`src/rtl/mult_pkg.sv`:
```
// Shared definitions for the sequential multiplier.
//   mult_state_t : controller states (IDLE -> CALC -> DONE -> IDLE)
//   clog2        : ceiling log2 with a floor of 1, used to size the bit counter
package mult_pkg;

  typedef enum logic [1:0] {IDLE, CALC, DONE} mult_state_t;

  function automatic int clog2(input int n);
    int r;
    r = 1;
    for (int i = 1; i < 32; i++) begin
      if ((1 << i) < n) r = i + 1;
    end
    return r;
  endfunction

endpackage

```
`src/rtl/seq_multiplier_adder.sv`:
```
// Ripple-carry adder used by the multiplier's partial-product step.
//   half_adder : a, b -> sum, cout
//   full_adder : a, b, cin -> sum, cout (two half adders plus carry OR)
//   adder_nbit : N-bit ripple adder; a, b, cin -> sum[N-1:0], cout
module half_adder (
  input  logic a,
  input  logic b,
  output logic sum,
  output logic cout
);
  assign sum  = a ^ b;
  assign cout = a & b;
endmodule

module full_adder (
  input  logic a,
  input  logic b,
  input  logic cin,
  output logic sum,
  output logic cout
);
  logic s0, c0, c1;

  half_adder u_ha0 (.a(a),  .b(b),   .sum(s0),  .cout(c0));
  half_adder u_ha1 (.a(s0), .b(cin), .sum(sum), .cout(c1));

  assign cout = c0 | c1;
endmodule

module adder_nbit #(
  parameter int N = 4
) (
  input  logic [N-1:0] a,
  input  logic [N-1:0] b,
  input  logic         cin,
  output logic [N-1:0] sum,
  output logic         cout
);
  logic [N:0] carry;

  assign carry[0] = cin;

  for (genvar i = 0; i < N; i++) begin : g_bit
    full_adder u_fa (
      .a   (a[i]),
      .b   (b[i]),
      .cin (carry[i]),
      .sum (sum[i]),
      .cout(carry[i+1])
    );
  end

  assign cout = carry[N];
endmodule

```
`src/rtl/seq_multiplier.sv`:
```
// Sequential shift-and-add multiplier, one partial product per clock.
// Ports:
//   clk, rst   : clock and synchronous active-high reset
//   start      : request, accepted only in IDLE
//   is_signed  : 1 = two's-complement operands, 0 = unsigned (sampled with start)
//   a, b       : WIDTH-bit multiplicand / multiplier (sampled with start)
//   p          : 2*WIDTH-bit product, held until the next result is written
//   busy       : high while the WIDTH calculation cycles run
//   done       : one-cycle pulse when p becomes valid
module seq_multiplier
  import mult_pkg::*;
#(
  parameter int WIDTH = 4
) (
  input  logic               clk,
  input  logic               rst,
  input  logic               start,
  input  logic               is_signed,
  input  logic [WIDTH-1:0]   a,
  input  logic [WIDTH-1:0]   b,
  output logic [2*WIDTH-1:0] p,
  output logic               busy,
  output logic               done
);

  localparam int CW = clog2(WIDTH);
  localparam logic [CW-1:0] LAST = CW'(WIDTH - 1);

  // Magnitude of a two's-complement operand; -2^(WIDTH-1) maps to 2^(WIDTH-1),
  // which is representable as an unsigned WIDTH-bit value.
  function automatic logic [WIDTH-1:0] magnitude(input logic [WIDTH-1:0] x);
    return x[WIDTH-1] ? (~x + WIDTH'(1)) : x;
  endfunction

  function automatic logic [2*WIDTH-1:0] negate(input logic [2*WIDTH-1:0] x);
    return ~x + (2*WIDTH)'(1);
  endfunction

  mult_state_t        state;
  logic [WIDTH-1:0]   mcand;
  // Upper half accumulates partial products; lower half starts as the
  // multiplier and is consumed from its LSB as product bits shift in.
  logic [2*WIDTH-1:0] acc;
  logic [CW-1:0]      cnt;
  logic               neg;

  logic [WIDTH-1:0]   addend;
  logic [WIDTH-1:0]   sum;
  logic               carry;
  logic [2*WIDTH-1:0] acc_next;

  assign addend = acc[0] ? mcand : '0;

  adder_nbit #(.N(WIDTH)) u_add (
    .a   (acc[2*WIDTH-1:WIDTH]),
    .b   (addend),
    .cin (1'b0),
    .sum (sum),
    .cout(carry)
  );

  // The carry re-enters at the top as {carry, sum, multiplier} shifts right.
  assign acc_next = {carry, sum, acc[WIDTH-1:1]};

  always_ff @(posedge clk) begin
    if (rst) begin
      state <= IDLE;
      mcand <= '0;
      acc   <= '0;
      cnt   <= '0;
      neg   <= 1'b0;
      p     <= '0;
      busy  <= 1'b0;
      done  <= 1'b0;
    end else begin
      case (state)
        IDLE: begin
          done <= 1'b0;
          if (start) begin
            if (is_signed) begin
              mcand <= magnitude(a);
              acc   <= {{WIDTH{1'b0}}, magnitude(b)};
              neg   <= a[WIDTH-1] ^ b[WIDTH-1];
            end else begin
              mcand <= a;
              acc   <= {{WIDTH{1'b0}}, b};
              neg   <= 1'b0;
            end
            cnt   <= '0;
            busy  <= 1'b1;
            state <= CALC;
          end
        end

        CALC: begin
          acc <= acc_next;
          cnt <= cnt + CW'(1);
          if (cnt == LAST) begin
            p     <= neg ? negate(acc_next) : acc_next;
            busy  <= 1'b0;
            done  <= 1'b1;
            state <= DONE;
          end
        end

        DONE: begin
          done  <= 1'b0;
          state <= IDLE;
        end

        default: begin
          busy  <= 1'b0;
          done  <= 1'b0;
          state <= IDLE;
        end
      endcase
    end
  end

endmodule

```
`config.mk`:
```
export PLATFORM = sky130hd
export DESIGN_NAME = seq_multiplier
export DESIGN_NICKNAME = d
export VERILOG_FILES = /design/src/rtl/mult_pkg.sv /design/src/rtl/seq_multiplier_adder.sv /design/src/rtl/seq_multiplier.sv
export SDC_FILE = /design/constraint.sdc
export NUM_CORES = 1
export LEC_CHECK = 0
export CAP_MARGIN = 10
export CORE_MARGIN = 2
export CORE_UTILIZATION = 40
export DETAILED_ROUTE_END_ITERATION = 12
export PLACE_DENSITY_LB_ADDON = 0.25
export SETUP_SLACK_MARGIN = 0.05
export SLEW_MARGIN = 20
export SYNTH_ARGS = -nofsm -noshare
export SYNTH_HDL_FRONTEND = slang
export SYNTH_HIERARCHICAL = 1
export SYNTH_SLANG_ARGS = --single-unit
```
`constraint.sdc`:
```
create_clock -name clk -period 3.6 [get_ports clk]
set_input_delay 0.54 -clock clk [delete_from_list [all_inputs] [get_ports clk]]
set_output_delay 0.54 -clock clk [all_outputs]
set_load 0.01 [all_outputs]
```
==> results.tsv, run 1 <==
metric	value	unit
grt_antenna_before_repair	0	
cts_buffers	9	
dr.pass1.iters	5	
cp-end-kind	register	
synth_mux_area_share	3.22	%
dieArea	8480	sq um
cp_max_fo	5	
worst_ep_required_time	3.86	ns
netlist.area_leader.share	36.8	%
io_buffers	21	
vias	2842	
fin_crit_sh	76.3	%
nets	411	
highest_layer	met4	
r2r-start	acc[0]$_SDFFE_PP0P_	
p_leak	1.16	nW
grt_max_degree	48	
p_per_area	366	nW/um^2
core	7610	sq um
gp_congestion	0.783	
worstReg2RegEnd	p[7]$_SDFFE_PP0P_	
fin_util	46.6	%
grt_usage	18.1	%
worstSkewPairLatency	0.34	ns
swShare	26.9	%
pwr-share-clk	40.3	%
endpoint	p[7]$_SDFFE_PP0P_	
synth_area_leader_cell	dfxtp_1	
htree_levels	3	
synthTopCellsByCount	dfxtp_1 (57), a21oi_1 (40), nand2_1 (29), clkbuf_1 (22), nor2_1 (20)	
viasPerCell	5.76	
synth-simple-area-share	28.6	%
drv_cap	0	
ir_drop	0.155	mV
r2r_cells	12	
power.total	1.30	mW
synth_flop_cell	dfxtp_1	
relSlewSlack	42.6	%
hold_start	mcand[0]$_SDFFE_PP0P_	
grt_pass1_wl	12400	um
final_layout_size_suffix_gt1_share	8.95	%
synth_compound_area_share	19.3	%
ys_seq_area_share	36.8	%
worst_slew_pin_slew	0.862	ns
synth_warnings	6	
synth_fa_ha_area_share	4.84	%
hold_path.class	reg -> reg	
post-route-drc-count	0	
syn2layout_area_growth	14.2	%
ant_nets	0	
placed_cell_area	3380	sq um
fin_area	3550	sq um
clock-sinks	57	
cts_resized	0	
async_flop_share	0	%
synth_top_family_by_area	simple AND/OR/NAND/NOR gates	
syn-cell-area	3100	sq um
ys_seq_elements	57	
power_frac_comb	9.3	%
dr.first_iter.drc_count	182	
synth_area_leaders	dfxtp_1 (37%), a21oi_1 (6.4%), ha_1 (4.8%)	
power.internal	0.949	mW
synth_most_common_cell	dfxtp_1	
grt-ovfl-total	0	
cts_setup_buffers	0	
synthCells	375	
outcome	complete, no violations	
setup_tns	0	ns
syn_avg_cell_area	8.28	sq um
cts_root_buffer	clkbuf_8	
grt_setup_unrepaired	false	
met3WireLength	214	um
hold_violations	0	
grt_pass1_vias	2581	
routedLengthMet1	3860	um
final_max_slew_viol_count	0	
die_h	92.1	um
cp-startpoint	acc[0]$_SDFFE_PP0P_	
crit_arrival	3.00	ns
synth_edf_count	0	
setup_viol	0	
diodes	0	
reg2reg_slack	0.85	ns
power.switching	0.349	mW
synthDistinctLibCells	46	
fmax	0.364	GHz
synth-xor-area-share	2.26	%
finalWirelength	7370	um
pin_count	22	
dpl.hpwl	4940	um
wl_met2	3170	um
clock_tree.buffer_depth	2	
wl_per_cell	14.9	um
initial_core_util	40.8	%
cts_tree	done	
period_needed	2.75	ns
cts.clk_slew.worst_paths	0.07	ns
skew	0.00726	ns
rows	32	
die_x	92.1	um
worstSetupPathType	reg -> reg	
crit_path_start_kind	register	
holdBufCountCts	0	
syn_nets	399	
seqPwrFrac	50.4	%
==> power by group through the flow <==
stage	logic, mW	clock network (mW)	registers (mW)
after CTS	0.120	0.536	0.653
final	0.121	0.524	0.653
after detailed placement	0.120	0	0.668
after global routing	0.133	0.558	0.655
after global placement	0.118	0	0.667
after floorplan	0.0777	0	0.664
==> sequential cells by signal (all words and copies together), names as in the netlist <==
signal,flops
acc,8
busy,1
neg,1
p,8
state,2
done,1
mcand,4
cnt,32
==> layout by cell type (no fill, tap or decap), types with 2 or more instances in the layout <==
cell type,count
nand3b_1,4
nor2_1,20
xor2_1,2
nor3b_1,5
or3_1,8
o311ai_0,3
clkbuf_8,10
or2_1,4
a21oi_1,40
inv_1,13
a31oi_1,10
buf_4,5
a311oi_1,2
clkinv_2,2
ha_1,12
mux2_2,8
o31ai_1,4
or4_1,13
dfxtp_1,57
a211oi_1,8
nor4_1,13
o211ai_1,8
clkinvlp_4,3
nand4_1,11
xnor2_1,6
clkdlybuf4s50_1,20
or2_2,2
o21ai_0,5
nor3_1,5
nand2_1,29
and2_1,4
nand4_2,2
o311ai_1,7
and4_1,4
nor2b_1,3
and3_1,2
nand4b_1,3
nand3_1,19
a22oi_1,3
nand2b_1,2
==> worst min path at each step <==
stage	end	cells past startpoint
2_1_floorplan	mcand[0]$_SDFFE_PP0P_	2
3_3_place_gp	mcand[0]$_SDFFE_PP0P_	2
3_5_place_dp	mcand[0]$_SDFFE_PP0P_	2
4_1_cts	mcand[0]$_SDFFE_PP0P_	2
5_1_grt	mcand[0]$_SDFFE_PP0P_	2
6_report	mcand[0]$_SDFFE_PP0P_	2
==> kinds of logic after synthesis <==
group	after synthesis
mux	9
simple gates	156
compound gates	94
other cells	1
buf+inv	38
fa+ha+maj	12
xor+xnor	8
flops	57
==> cell type report <==
class / count / area [sq um]
Timing Repair Buffer: 26 / 243
Clock buffer: 10 / 138
Inverter: 13 / 48.8
Multi-Input combinational cell: 280 / 1820
Clock inverter: 5 / 32.5
Fill cell: 793 / 4060
Sequential cell: 57 / 1140
Tap cell: 102 / 128
==> per-stage QoR <==
step                      worst slack (ns)  std cells  hold slack [ns]
after global routing                 0.694        493            0.488
final                                0.852        493            0.458
after CTS                            0.827        493            0.464
after floorplan                       1.00        375            0.432
after detailed placement             0.857        478            0.454
after global placement               0.915        478            0.446
==> worst max-delay path, cell delays in order (launching register included) <==
cell	delay, ns
dfxtp_1	0.33
and2_1	0.14
ha_1	0.16
or2_1	0.20
ha_1	0.17
or2_1	0.22
ha_1	0.17
or2_1	0.22
ha_1	0.31
nor4_1	0.27
a21oi_1	0.13
xnor2_1	0.14
a211oi_1	0.21
==> per-layer routing <==
metal	GRT usage (%)	vias up
met5	0	-
met2	26.7	45
met4	7.46	0
li1	-	1444
met3	2.79	10
met1	26.4	1343
Note: power is estimated with default switching activity, not from simulation.
==> inputs of run 2 (changes only) <==
Clock period 3.6 ns to 2.45 ns, I/O delays scaled along.
==> run 2 against run 1 <==
Largest power group unchanged. Fmax is 10% higher. Register-to-register slack worse by 0.90 ns. Cell count is 1.4% higher. The run now ends with negative setup slack left. Largest cell class unchanged. Critical path type unchanged.
==> results.tsv, run 2 (synthesis results as in run 1) <==
metric	value	unit
setup_viol	2	
final_max_slew_viol_count	0	
hold_path.class	reg -> reg	
grt_antenna_before_repair	0	
ant_nets	0	
finalWirelength	7500	um
largest_reg_flops	32	
finalWorstSetupSlack	-0.0479	ns
cp_max_fo	5	
cp-end-kind	register	
fmax	0.400	GHz
io_buffers	21	
r2r-start	acc[0]$_SDFFE_PP0P_	
nets	419	
rows	32	
grt-ovfl-total	0	
cp_slowest_stage_delay	0.33	ns
htree_levels	3	
seqPwrFrac	50.4	%
grt_setup_unrepaired	true	
dr.first_iter.drc_count	212	
post-route-drc-count	0	
power.internal	1.43	mW
hold_start	mcand[0]$_SDFFE_PP0P_	
violations	negative setup slack	
grt_max_degree	49	
core	7610	sq um
power_frac_comb	9.8	%
layout_common_cells	dfxtp_1 (56), a21oi_1 (39), nand2_1 (29)	
drv_cap	0	
reg.largest.list	cnt (32), acc (8), p (8)	
vias	2919	
initial_core_util	40.8	%
final_common_cell	dfxtp_1	
grt_pass1_wl	13000	um
crit_arrival	2.75	ns
syn2layout_area_growth	18.2	%
cts_tree	done	
clock-sinks	57	
worst_ep_required_time	2.71	ns
dp_cells	485	
hold_violations	0	
cpLargestDelayFamily	simple AND/OR/NAND/NOR gates	
fin_crit_sh	102	%
power.switching	0.477	mW
worstSkewPairLatency	0.33	ns
cts.clk_slew.worst_paths	0.06	ns
p_leak	1.20	nW
cp-startpoint	acc[0]$_SDFFE_PP0P_	
worstSetupPathType	reg -> reg	
crit_path_start_kind	register	
cts_buffers	9	
viasPerCell	5.84	
fin_hold_ws	0.463	ns
fin_util	48.2	%
skew	0.00589	ns
dr.pass1.iters	4	
cp_cell_sequence	and2_4 -> ha_4 -> or2_1 -> ha_2 -> or2_1 -> ha_2 -> or2_4 -> ha_4 -> buf_4 -> buf_6 -> xnor2_2 -> a211oi_2	
crit_path_top_delay_cell	dfxtp_2	
period_needed	2.50	ns
diodes	0	
wl_per_cell	15.0	um
pwr-share-clk	39.8	%
cp_num_buf_inv	2	
ir_drop	0.247	mV
pin_count	22	
grt_usage	19.1	%
dpl.hpwl	5210	um
gp_congestion	0.867	
fin_cells	500	
grt_pass1_vias	2692	
clock_tree.buffer_depth	2	
setup_tns	-0.0592	ns
relSlewSlack	43.0	%
die_h	92.1	um
p_per_area	520	nW/um^2
swShare	25.0	%
final_layout_size_suffix_gt1_share	12.6	%
worst_slew_pin_slew	0.855	ns
outcome	complete, but fails checks	
cts_root_buffer	clkbuf_8	
regMostFlops	cnt	
die_x	92.1	um
dieArea	8480	sq um
[run 2: power groups by stage]
| stage | clock network [mW] | logic, mW | registers (mW) |
|---|---|---|---|
| 6_report | 0.759 | 0.187 | 0.963 |
| 4_1_cts | 0.781 | 0.181 | 0.962 |
| 2_1_floorplan | 0 | 0.114 | 0.976 |
| 3_3_place_gp | 0 | 0.177 | 0.980 |
| 3_5_place_dp | 0 | 0.179 | 0.981 |
| 5_1_grt | 0.819 | 0.209 | 0.965 |
[run 2: final timing paths]
path	end	slack, ns	cells past startpoint
worst max-delay path	p[6]$_SDFFE_PP0P_	-0.05	12
worst min-delay path	mcand[0]$_SDFFE_PP0P_	0.46	2
worst max register to register	p[6]$_SDFFE_PP0P_	-0.05	12
worst min register to register	mcand[0]$_SDFFE_PP0P_	0.46	2
[run 2: layer usage]
layer | global-route usage [%] | share of wire (%) | vias up
met4 | 7.46 | 1.8 | 0
li1 | - | - | 1462
met3 | 3.04 | 4.5 | 13
met5 | 0 | 0 | -
met1 | 27.6 | 51 | 1379
met2 | 28.3 | 43 | 65
[run 2: worst register-to-register path: cells and delay by family (launching register included)]
| family | cells | cell delay [ns] |
|---|---|---|
| simple gates | 4 | 0.82 |
| buf+inv | 2 | 0.24 |
| xor+xnor | 1 | 0.12 |
| flops | 1 | 0.33 |
| fa+ha+maj | 4 | 0.71 |
| compound gates | 1 | 0.22 |
[run 2: area by class of cell]
type	instances	area, sq um
Sequential cell	57	1140
Fill cell	767	3940
Tap cell	102	128
Clock buffer	14	163
Timing Repair Buffer	34	307
Inverter	13	48.8
Multi-Input combinational cell	280	1880
[run 2: timing repair]
action | in CTS | in global routing
gates resized for setup | 7 | 6
pin swaps | 1 | 2
endpoints found under the setup margin | 2 | 2
hold buffers | 0 | 0
setup buffers | 0 | 1
[run 2: per-stage QoR]
step | setup slack [ns] | total power [mW] | cell area [sq um]
after floorplan | 0.0249 | 1.09 | 3120
after global placement | -0.0483 | 1.16 | 3440
after detailed placement | -0.130 | 1.16 | 3440
after CTS | -0.0247 | 1.92 | 3630
after global routing | -0.164 | 1.99 | 3670
final | -0.0479 | 1.91 | 3670
